File: src/rtl/acc_apb_master.sv
`default_nettype none
// ============================================================================
// Module  : acc_apb_master
// Brief   : Command/response to APB initiator with a PREADY wait-state watchdog.
// Revision: 1.0
// ============================================================================
module acc_apb_master #(
    parameter int APB_ADDR_WIDTH = 13,
    parameter int TIMEOUT_CYCLES = 255
) (
    input  logic                      HCLK,
    input  logic                      HRESETn,
    input  logic                      cmd_valid,
    output logic                      cmd_ready,
    input  logic                      cmd_write,
    input  logic [APB_ADDR_WIDTH-1:0] cmd_addr,
    input  logic [31:0]               cmd_wdata,
    output logic                      rsp_valid,
    output logic [31:0]               rsp_rdata,
    output logic                      rsp_err,
    output logic                      rsp_timeout,
    output logic [APB_ADDR_WIDTH-1:0] PADDR,
    output logic [31:0]               PWDATA,
    output logic                      PWRITE,
    output logic                      PSEL,
    output logic                      PENABLE,
    input  logic [31:0]               PRDATA,
    input  logic                      PREADY,
    input  logic                      PSLVERR
);

    localparam int CNT_W = (TIMEOUT_CYCLES < 1) ? 1 : $clog2(TIMEOUT_CYCLES + 1);
    localparam logic [CNT_W-1:0] C_LIMIT = CNT_W'(TIMEOUT_CYCLES);
    localparam bit C_WDOG_EN = (TIMEOUT_CYCLES != 0);

    typedef enum logic [1:0] {
        ST_IDLE   = 2'd0,
        ST_SETUP  = 2'd1,
        ST_ACCESS = 2'd2
    } state_e;

    state_e                    state_q, state_d;
    logic [CNT_W-1:0]          cnt_q, cnt_d;
    logic [APB_ADDR_WIDTH-1:0] paddr_q, paddr_d;
    logic [31:0]               pwdata_q, pwdata_d;
    logic                      pwrite_q, pwrite_d;
    logic                      psel_q, psel_d;
    logic                      penable_q, penable_d;
    logic                      cmd_ready_q, cmd_ready_d;
    logic                      rsp_valid_q, rsp_valid_d;
    logic [31:0]               rsp_rdata_q, rsp_rdata_d;
    logic                      rsp_err_q, rsp_err_d;
    logic                      rsp_timeout_q, rsp_timeout_d;
    logic                      wdog_hit;

    // Completion has priority: the watchdog only fires on a PREADY-low cycle.
    assign wdog_hit = C_WDOG_EN && (cnt_q == C_LIMIT) && !PREADY;

    always_ff @(posedge HCLK or negedge HRESETn) begin
        if (!HRESETn) begin
            state_q       <= ST_IDLE;
            cnt_q         <= '0;
            paddr_q       <= '0;
            pwdata_q      <= '0;
            pwrite_q      <= 1'b0;
            psel_q        <= 1'b0;
            penable_q     <= 1'b0;
            cmd_ready_q   <= 1'b1;
            rsp_valid_q   <= 1'b0;
            rsp_rdata_q   <= '0;
            rsp_err_q     <= 1'b0;
            rsp_timeout_q <= 1'b0;
        end else begin
            state_q       <= state_d;
            cnt_q         <= cnt_d;
            paddr_q       <= paddr_d;
            pwdata_q      <= pwdata_d;
            pwrite_q      <= pwrite_d;
            psel_q        <= psel_d;
            penable_q     <= penable_d;
            cmd_ready_q   <= cmd_ready_d;
            rsp_valid_q   <= rsp_valid_d;
            rsp_rdata_q   <= rsp_rdata_d;
            rsp_err_q     <= rsp_err_d;
            rsp_timeout_q <= rsp_timeout_d;
        end
    end

    always_comb begin
        state_d       = state_q;
        cnt_d         = cnt_q;
        paddr_d       = paddr_q;
        pwdata_d      = pwdata_q;
        pwrite_d      = pwrite_q;
        rsp_valid_d   = 1'b0;
        rsp_rdata_d   = '0;
        rsp_err_d     = 1'b0;
        rsp_timeout_d = 1'b0;

        case (state_q)
            ST_IDLE: begin
                if (cmd_valid) begin
                    paddr_d  = cmd_addr;
                    pwdata_d = cmd_wdata;
                    pwrite_d = cmd_write;
                    cnt_d    = '0;
                    state_d  = ST_SETUP;
                end
            end
            ST_SETUP: begin
                state_d = ST_ACCESS;
            end
            ST_ACCESS: begin
                if (PREADY) begin
                    state_d     = ST_IDLE;
                    rsp_valid_d = 1'b1;
                    rsp_err_d   = PSLVERR;
                    rsp_rdata_d = (!pwrite_q && !PSLVERR) ? PRDATA : 32'd0;
                end else if (wdog_hit) begin
                    state_d       = ST_IDLE;
                    rsp_valid_d   = 1'b1;
                    rsp_err_d     = 1'b1;
                    rsp_timeout_d = 1'b1;
                end else if (C_WDOG_EN) begin
                    cnt_d = cnt_q + CNT_W'(1);
                end
            end
            default: begin
                state_d = ST_IDLE;
            end
        endcase

        // Bus controls are registered copies of the state being entered.
        psel_d      = (state_d != ST_IDLE);
        penable_d   = (state_d == ST_ACCESS);
        cmd_ready_d = (state_d == ST_IDLE);
    end

    assign cmd_ready   = cmd_ready_q;
    assign rsp_valid   = rsp_valid_q;
    assign rsp_rdata   = rsp_rdata_q;
    assign rsp_err     = rsp_err_q;
    assign rsp_timeout = rsp_timeout_q;
    assign PADDR       = paddr_q;
    assign PWDATA      = pwdata_q;
    assign PWRITE      = pwrite_q;
    assign PSEL        = psel_q;
    assign PENABLE     = penable_q;

endmodule
`default_nettype wire

File: config.mk
export PLATFORM = sky130hd
export DESIGN_NAME = acc_apb_master
export DESIGN_NICKNAME = d
export VERILOG_FILES = /design/src/rtl/acc_apb_master.sv
export SDC_FILE = /design/constraint.sdc
export NUM_CORES = 1
export LEC_CHECK = 0
export ABC_AREA = 1
export CORE_AREA = 2 2 93 95
export CTS_BUF_LIST = sky130_fd_sc_hd__clkbuf_8
export DETAILED_ROUTE_END_ITERATION = 7
export DIE_AREA = 0 0 95 97
export PLACE_DENSITY = 0.87
export SYNTH_ARGS = -nofsm -noshare
export SYNTH_HDL_FRONTEND = slang
export SYNTH_SLANG_ARGS = --single-unit
export TNS_END_PERCENT = 30
File: constraint.sdc
create_clock -name HCLK -period 3.2 [get_ports HCLK]
set_input_delay 0.8 -clock HCLK [delete_from_list [all_inputs] [get_ports HCLK]]
set_output_delay 0.8 -clock HCLK [all_outputs]
set_load 0.01 [all_outputs]
# == After elaboration in Yosys (flattened, before gate mapping) ==
# Index checks and enable logic that the tools add are counted.
# classes
addsub,1
n_eq_ne,7
mux,18
n_reduce_logical,11
# op_table
cell,count
$mux 32,3
$mux 8,3
$pmux 8 s2,1
$add 8x1->8 const B,1
$eq 8x8->1 const B,1
$mux 1,7
$mux 2,3
$ne 2x2->1 const B,3
$pmux 2 s3,1
$eq 2x2->1 const B,2
$logic_not 2->1,2
$reduce_and 4->1,1
$reduce_bool 2->1,2
$logic_not 1->1,3
$eq 2x1->1 const B,1
$logic_and 1x1->1,2
$reduce_and 2->1,1
# totals
reg_bits,94
in_bits,83
out_inout_bits,84
elab_cells,49

# == Logic depth before layout (Yosys ltp) ==
# logic_depth
ltp_word,6
mapped_depth,8
mapped_depth_nobuf,8

# == Least setup slack after synthesis ==
# No wires, ideal clock.
# synth_timing
path_kind,input to register
startpoint,input PSLVERR
endpoint,"register rsp_rdata_q[10], in the netlist rsp_rdata[10]"
setup_time_ps,80
arrival_ps,1461
required_ps,3120
path_slack_ps,1659
stages,4
path_buffers,2
cell_sequence,or2_1 -> buf_1 -> buf_4 -> nor3b_2
# synth_between
elab_chain_len,5
# synth_lines
item,line,rtl
"start, declared",29,input logic PSLVERR
$logic_not 1->1,118,rsp_rdata_d = (!pwrite_q && !PSLVERR) ? PRDATA : 32'd0;
$logic_and 1x1->1,118,
$mux 32,118,
$mux 32,114,if (PREADY) begin
$mux 32,100,case (state_q)
via rsp_rdata_d[10],51,"logic [31:0] rsp_rdata_q, rsp_rdata_d;"
"end signal, assigned",83,rsp_rdata_q <= rsp_rdata_d;
"end, declared",51,
# The timed path passes the listed nets, and every way through them passes these cells.
# A chain may end at the register's enable or synchronous reset.

# == Worst setup path after layout ==
# layout_timing
startpoint,"register cmd_ready_q, in the netlist cmd_ready"
endpoint,output cmd_ready
# layout_rtl
item,line,rtl
"start, declared",49,"logic cmd_ready_q, cmd_ready_d;"
"start signal, assigned",81,cmd_ready_q <= cmd_ready_d;
"end, declared",14,"output logic cmd_ready,"
# No word-level cell between the ends.

==> run metrics <==
status=finished clean; Slew Limit Fails=0; Worst Path Class, Setup=reg2out; mean area per synthesized cell=10.6 um^2; gr busiest metal=met2; routed vias/inst=4.76; clock sink count=94; # diodes=0; Post-CTS Resized=0; CTS HTree Levels=3; Total Routing Usage GR=0.204; crit path capture type=output port; row count=33; Worst Tran Pin Value=around 0.96 ns; xor/xnor share of the synthesized area=0.00696; initial core utilization=0.464; die footprint=just over 9000 um^2; simple-gate share of the synthesized area=0.306; Post-Syn Area=3770 um^2; DRC=0; vias in the first global route=3001; top cell type's share of synthesized area=0.617; complex-gate fraction of the synthesized area=0.0162; routed len/inst=approximately 14 um; 1st-iter DRT viols=153; fin worst setup slack=roughly 1 ns; worst min path class=in2async; routed via count=about 3000; crit path DAT=1.40 ns; met3 Resource Use GR=0.0693; endpoints failing setup=0; first-pass GRT wire length=~15000 um; sequential fraction of the synthesis area=0.624; GP Congestion=between 0.8 and 0.9; Mapped Nets=441; YS warnings=0; IO Pins=~170; delay-heaviest family, CP=buffers and inverters; synth top area cells=dfrtp_1, nand2_1, nor3b_2, buf_4, buf_6; clk buf depth=2; area share of fa/ha/maj cells after synthesis=0.00332; cts bufs inserted=9; Hold Vio Cnt, Final=0; Syn Inst Count=~360; Setup Buffers After CTS=0; Setup TNS=0 ns; worst skew pair latency=between 0.3 and 0.4 ns; 1st-pass router iterations=4; crit-path max FO=1; Tmin final=around 2.2 ns; CTS tree=yes; Yosys reg bits=between 90 and 100; Post-layout nets=603; CP cell instances=clkdlybuf4s50_1; crit-path max cell delay=~0.55 ns; Clock Skews=0.0117 ns; remaining global-route overflow=0; maxcap violations=0; Die Wd=between 90 and 100 um; Root Driver=clkbuf_8; layout cells sized above 1=0.116; Clock Pin Slew Worst Setup and Hold Paths=approximately 0.10 ns; startpoint class of the critical path=flop; met2 Track Usage GR=0.342; Max-Slew Margin vs Limit=0.359; Crit path buffers/inverters=1; Cell variety after synth=27; DP Worst Slack=0.761 ns; RSZ-0062 raised after global routing=no; area growth from synthesis to layout=49.3%; Port Buffer Count=166; routed wire length=around 9100 um; largest family of logic cells by synthesized area=simple AND/OR/NAND/NOR gates; Required @ worst endpoint=about 2.4 ns; Worst IR Drop VDD=~0.31 mV; Routed Antenna Nets=0; Max Fclk=around 450 MHz; Lkg Pwr=0.00256 uW; initial antenna violation count=0; CP max-delay cell=clkdlybuf4s50_1; largest area contributor in the netlist=dfrtp_1; Final HPWL DP=between 6000 and 7000 um; power per cell area=721 nW/um^2; pin count of the biggest net entering global routing=between 50 and 60; post-synthesis mux area share=0; met1 Usage GRT=0.252; cts hold-fix bufs=0; Die H=approximately 97 um; r2r setup slk=~1.5 ns; final period utilization=0.689; total core area=around 8100 um^2
-- layout make-up --
| cell class | instances | area, um^2 |
|---|---|---|
| fillers | 597 | 2500 |
| flip-flops and latches | 94 | 2350 |
| repair buffers | 168 | 1690 |
| multi-input cells | 237 | 1250 |
| well taps | 105 | 131 |
| clock buffers | 9 | 124 |
| clock inverters | 7 | 50.0 |
| inverters | 9 | 35.0 |
-- report_power, final --
group          internal (uW)  switching, uW  total [uW]
Clock                    285            411         697
Combinational            827            801        1630
Sequential              1540            203        1740
-- cell usage after synthesis --
master and number:
or2_1 1, buf_4 9, buf_2 3, nand3b_1 2, dfrtp_1 93, ha_1 1, nand3_4 1, buf_1 1
nor3b_2 30, xnor2_1 2, buf_6 4, nor2_2 1, nor2_4 1, a21oi_1 2, o21ai_2 1, clkinv_2 1
nand2_1 169, dfstp_2 1, nand3_1 3, nand2_2 5, inv_2 1, nor3b_1 2, xor2_1 1, o21ai_0 7
o211ai_1 1, inv_1 7, nor2_1 7
-- final timing paths --
check,from,to,depth (start not counted)
worst max register to register,state_q[1]$_DFF_PN0_,PWDATA[24]$_DFFE_PN0P_,5
worst min-delay path,HRESETn,PWDATA[15]$_DFFE_PN0P_,1
min in group HCLK,PWDATA[10]$_DFFE_PN0P_,PWDATA[10]$_DFFE_PN0P_,2
max in group asynchronous,HRESETn,cmd_ready$_DFF_PN1_,2
worst max-delay path,cmd_ready$_DFF_PN1_,cmd_ready,1
worst min register to register,PWDATA[10]$_DFFE_PN0P_,PWDATA[10]$_DFFE_PN0P_,2
-- registers in the layout, indices dropped and copies added, names as in the netlist --
name and flops:
cnt_q 8, PWDATA 32, rsp_err 1, cmd_ready 1, PWRITE 1, PSEL 1, rsp_valid 1, state_q 2
PADDR 13, PENABLE 1, rsp_timeout 1, rsp_rdata 32
-- cell families (layout without fill, tap and decap cells) --
logic type / Yosys count / count (layout)
AOI/OAI and AO/OA: 11 / 11
DFF: 94 / 94
and+or+nand+nor: 222 / 222
adders and majority gates: 1 / 1
buffers and inverters: 26 / 193
xor gates and xnor gates: 3 / 3
-- cells in the final DEF (no fill, tap or decap), types with 2 or more instances in the layout --
| cell type | Yosys | layout |
|---|---|---|
| a21oi_1 | 2 | 2 |
| nand3_1 | 3 | 3 |
| inv_1 | 7 | 8 |
| o21ai_0 | 7 | 7 |
| nor3b_2 | 30 | 30 |
| dfrtp_1 | 93 | 93 |
| buf_4 | 9 | 2 |
| xnor2_1 | 2 | 2 |
| nor3b_1 | 2 | 2 |
| nand2_1 | 169 | 169 |
| clkdlybuf4s50_1 | 0 | 165 |
| inv_6 | 0 | 2 |
| nand2_2 | 5 | 5 |
| clkinv_2 | 1 | 2 |
| nor2_1 | 7 | 7 |
| nand3b_1 | 2 | 2 |
| clkbuf_8 | 0 | 9 |
| clkinvlp_4 | 0 | 2 |
-- metal layers --
layer	wire length [um]	vias to the layer above
met2	4540	134
met5	0	-
met4	133	0
met3	887	12
met1	3510	1413
li1	-	1437
-- through the flow --
stage                util  power [uW]  area (um^2)  cells  hold slack [ns]
CTS                 0.693        4110         5630    629            0.431
detailed placement  0.671        3410         5460    613            0.464
global placement    0.671        3350         5460    613            0.465
global route        0.693        4350         5630    629            0.436
floorplan               -        2520         3770    357            0.475
finish              0.693        4060         5630    629            0.421
Note: power is estimated with default switching activity, not from simulation.
==> RTL edit 1, RTL diff (same settings) <==
Take the reset off `paddr_q`, `pwdata_q` and `rsp_rdata_q` and load them in a clocked block of their own.
--- a/src/rtl/acc_apb_master.sv
+++ b/src/rtl/acc_apb_master.sv
@@ -62,4 +62,2 @@
             cnt_q         <= '0;
-            paddr_q       <= '0;
-            pwdata_q      <= '0;
             pwrite_q      <= 1'b0;
@@ -69,3 +67,2 @@
             rsp_valid_q   <= 1'b0;
-            rsp_rdata_q   <= '0;
             rsp_err_q     <= 1'b0;
@@ -75,4 +72,2 @@
             cnt_q         <= cnt_d;
-            paddr_q       <= paddr_d;
-            pwdata_q      <= pwdata_d;
             pwrite_q      <= pwrite_d;
@@ -82,3 +77,2 @@
             rsp_valid_q   <= rsp_valid_d;
-            rsp_rdata_q   <= rsp_rdata_d;
             rsp_err_q     <= rsp_err_d;
@@ -86,2 +80,8 @@
         end
+    end
+
+    always_ff @(posedge HCLK) begin
+        paddr_q     <= paddr_d;
+        pwdata_q    <= pwdata_d;
+        rsp_rdata_q <= rsp_rdata_d;
     end
Check against the original RTL: not equivalent (a bounded check fails within 4 cycles, from zero or initial values and one cycle with HRESETn low).
==> RTL edit 1 against the unedited design <==
  * Register-to-register slack improved by 0.19 ns
  * Count of clock-buffer cells in the layout stayed put
  * Area after synthesis down 19%
  * Worst setup slack worse by 0.0032 ns
  * Design area fell by 10%
  * Wire length decreased by 19%
  * Sequential cell count unchanged
Power is not compared: it rests on default switching activity, and its combinational part moved more than twofold at a synthesized area within 25%.
==> RTL edit 1: results (changes against the unedited design) <==
outcome: "completed"
postLayoutCellArea_sq_mm: 0.00505  # -10%
instances_no_fill: 521  # -17%
wl_met1_mm: 2.65  # -24%
syn_to_final_growth_pct: 64.3
peakVddDrop_mv: 0.326
synth_nets: 320  # -27%
slew_headroom_pct: 47.7  # +12 points
gp_congestion: 0.869  # +4.4%
multi_input_area_sq_um: 467  # -63%
initialDrtViolationCount: 30  # -80%
synth_edf_count: 45  # +45
inverters: 46  # +37
port_buffers: 166  # unchanged
r2r-start: "state_q[0]"
met1_usage_pct: 16.3  # -8.9 points
met3RoutedLength_um: 749  # -16%
grt_usage_pct: 16.2  # -4.2 points
synth_area_leaders: "edfxtp_1 (44%), dfxtp_1 (21%), dfrtp_1 (13%), inv_1 (5.4%), nor2_1 (4.5%)"
cts-root-buf: "clkbuf_8"
min_path_cells: 2
multi_input_cells: 93  # -61%
seq_area_frac_synth_pct: 78.7  # +16 points
seq_cells: 94  # unchanged
hold_end: "PWRITE"
use_met2_pct: 29.2  # -4.9 points
grt_pass1_wl_mm: 11.2  # -24%
post_synth_inst_count: 236  # -34%
finalNetCount: 495  # -18%
drive_gt1_share_pct: 8.17  # -3.5 points
hold_ws_ns: 0.532  # +0.112 ns
placed_cell_area_sq_mm: 0.00487  # -11%
reg2reg_slack_ns: 1.65  # +0.19 ns
use_met3_pct: 7.32  # +0.39 points
r2r-end: "rsp_rdata[19]"
seq_share_pct: 47.9  # +6.1 points
wire_per_inst_um: 14.0  # -2.6%
placedCellCount: 505  # -18%
viasPerCell: 4.30  # -9.7%
clock_skew_ns: 0.00973  # -0.00201 ns
ys_warn_count: 0  # unchanged
bufAreaShareNonClock_pct: 33.3  # +3.4 points
htree_levels: 3  # unchanged
grt_start_max_net_pins: 46  # -16%
signal_buffers: 167  # -0.60%
pre_cts_ws_ns: 0.885  # +0.125 ns
fill_cells: 624  # +4.5%
p_switching_mw: 0.848
grt_pass1_vias: 2241  # -25%
min_path_type: "flip-flop to flip-flop"
synthArstFlopShare_pct: 18.1  # -82 points
clockNetworkAreaShare_pct: 3.52  # +0.43 points
r2r.worst_path.cells: 5  # unchanged
synthTopCellsByCount: "edfxtp_1 (45), inv_1 (44), nor2_1 (37)"
dp_hpwl_mm: 5.77  # -14%
wl_met2_mm: 3.80  # -16%
-- RTL edit 1: how the worst max path moves through the flow --
| stage | startpoint | endpoint | slack, ns | cells past startpoint |
|---|---|---|---|---|
| after global placement | PREADY | rsp_rdata[10] | 1.02 | 3 |
| after detailed placement | PREADY | rsp_rdata[22] | 0.89 | 3 |
| after global routing | cmd_ready | cmd_ready | 0.94 | 1 |
| after floorplan | cmd_valid | PADDR[0] | 0.99 | 2 |
| after CTS | cmd_ready | cmd_ready | 0.96 | 1 |
| final | cmd_ready | cmd_ready | 0.99 | 1 |
-- RTL edit 1: kinds of logic after synthesis --
| group | after synthesis | synth area share (%) |
|---|---|---|
| AOI/OAI and AO/OA | 14 | 2.73 |
| buffers and inverters | 49 | 6.11 |
| DFF | 94 | 78.7 |
| and+or+nand+nor | 76 | 11.5 |
| adders and majority gates | 1 | 0.407 |
| xor gates and xnor gates | 2 | 0.570 |
==> RTL edit 2, RTL diff (same settings) <==
Made on the original files. `TIMEOUT_CYCLES`: 255 -> 510.
--- a/src/rtl/acc_apb_master.sv
+++ b/src/rtl/acc_apb_master.sv
@@ -8,3 +8,3 @@
     parameter int APB_ADDR_WIDTH = 13,
-    parameter int TIMEOUT_CYCLES = 255
+    parameter int TIMEOUT_CYCLES = 510
 ) (
Formal check against the unedited RTL: no difference found for any inputs over 10 cycles, from zero or initial values and one cycle with HRESETn low; that may be too few to reach the edited logic, so the function may still have changed.
==> RTL edit 2 against the unedited design <==
  * Design area down 0.87%
  * Worst setup slack worse by 0.0044 ns
  * Critical path depth unchanged
  * Sequential cell count up 1
  * First-iteration DRC count down 9.8%
  * Area after synthesis down 3.4%
  * Synthesized cell count up 3.9%
  * Count of clock-buffer cells in the layout up 1
  * Wire length up 3.2%
  * Total power up 1.5%
  * Clock power up 12%
  * Sequential share of layout area up 0.81 points
  * Largest cell class unchanged
  * Die area unchanged
==> RTL edit 2: results (changes against the unedited design) <==
outcome: "completed"
cp_max_fo: 1  # unchanged
clock_skew_ns: 0.0119  # +0.000194 ns
initialDrtViolationCount: 138  # -9.8%
port_buffers: 166  # unchanged
wire_per_inst_um: 14.5  # +0.76%
synthTopCellsByCount: "nand2_1 (170), dfrtp_1 (94), nor3b_1 (32)"
dr.pass1.iters: 5  # +1
dp_hpwl_mm: 6.86  # +2.7%
cts_hold_buf: 0  # unchanged
total_leakage_power_nw: 2.57  # +0.47%
switching_share_pct: 33.4  # -1.4 points
fill_cells: 627  # +5.0%
grt_pass1_vias: 3190  # +6.3%
ys_types: 21  # -22%
cts_setup_buffers: 0  # unchanged
synth_nets: 456  # +3.4%
slowest_stage: "dfstp_2"
placed_cell_area_sq_mm: 0.00539  # -1.3%
setup_violations: 0  # unchanged
cpLargestDelayFamily: "flip-flops"
vias: 3102  # +3.5%
grt_usage_pct: 21.6  # +1.2 points
cp_slowest_stage_delay_ns: 0.53  # -0.02 ns
seq_area_frac_synth_pct: 65.3  # +2.9 points
peakVddDrop_mv: 0.359  # +15%
grt_start_max_net_pins: 51  # -7.3%
cts-root-buf: "clkbuf_8"
postCtsResizedCells: 0  # unchanged
antenna_found_initial: 0  # unchanged
gp_congestion: 0.779  # -6.4%
clk_path_buf_depth: 2  # unchanged
numCtsBuffers: 9  # unchanged
htree_levels: 3  # unchanged
finalNetCount: 620  # +2.8%
worst_ep_arrival_time_ns: 1.41
slew_headroom_pct: 58.0  # +22 points
grt_pass1_wl_mm: 15.5  # +5.4%
synth_area_leaders: "dfrtp_1 (65%), nand2_1 (18%), nor3b_1 (6.6%), nand3_1 (1.8%), o21ai_0 (1.6%)"
drive_gt1_share_pct: 4.82  # -6.8 points
-- RTL edit 2: cell types whose count changed after synthesis, sizes merged --
cell | unedited run | this run
nand2 | 174 | 171
o21bai | 0 | 2
ha | 1 | 2
clkbuf | 0 | 5
a21oi | 2 | 1
o21ai | 8 | 12
nand3 | 4 | 13
dfrtp | 93 | 94
o21a | 0 | 1
buf | 17 | 13
o211ai | 1 | 0
inv | 8 | 12
nand3b | 2 | 0
xnor2 | 2 | 0
-- RTL edit 2: power groups by stage --
stage               sequential, mW  clock (mW)  combinational [mW]
floorplan                     1.90           0               0.545
global placement              1.73           0                1.59
detailed placement            1.75           0                1.63
CTS                           1.73       0.801                1.64
global route                  1.77       0.850                1.79
finish                        1.73       0.780                1.61
-- RTL edit 2: layout make-up --
cell class                      count  area, sq um  share of cell area [%]
Clock buffer                       10          138                    2.46
Clock inverter                      5         58.8                    1.05
Inverter                           13         48.8                   0.874
Multi-Input combinational cell    245         1120                    20.1
Sequential cell                    95         2380                    42.6
Tap cell                          105          131                    2.35
Timing Repair Buffer              171         1710                    30.6
-- RTL edit 2: worst paths after layout --
check | cells past startpoint | slack (ns) | end | from
min in group HCLK | 2 | 0.48 | PWDATA[16] | PWDATA[16]
min reg2reg | 2 | 0.48 | PWDATA[16] | PWDATA[16]
min | 1 | 0.44 | rsp_valid | HRESETn
max in group asynchronous | 2 | 2.08 | cmd_ready | HRESETn
max | 1 | 0.99 | cmd_ready | cmd_ready
max reg2reg | 8 | 1.55 | cnt_q[3] | cnt_q[0]
-- RTL edit 2: cell families after synthesis --
| logic type | Yosys count | synth area share [%] |
|---|---|---|
| buffers and inverters | 31 | 4.02 |
| and+or+nand+nor | 226 | 27.4 |
| AOI/OAI and AO/OA | 16 | 2.40 |
| adders and majority gates | 2 | 0.687 |
| xor gates and xnor gates | 1 | 0.240 |
| DFF | 95 | 65.3 |
-- RTL edit 2: metal layers --
layer,global-route usage (%),wire [um],up-vias
met5,0,0,-
met4,7.58,167,0
met3,7.48,912,15
met2,35.9,4680,140
met1,25.8,3600,1464
li1,-,-,1483
-- RTL edit 2: metrics by stage --
stage	setup WS (ns)	std cells	hold WS (ns)
after floorplan	1.55	371	0.475
after global placement	0.908	629	0.460
after detailed placement	0.825	629	0.464
after CTS	0.958	644	0.451
after global routing	0.936	644	0.472
final	0.991	644	0.436
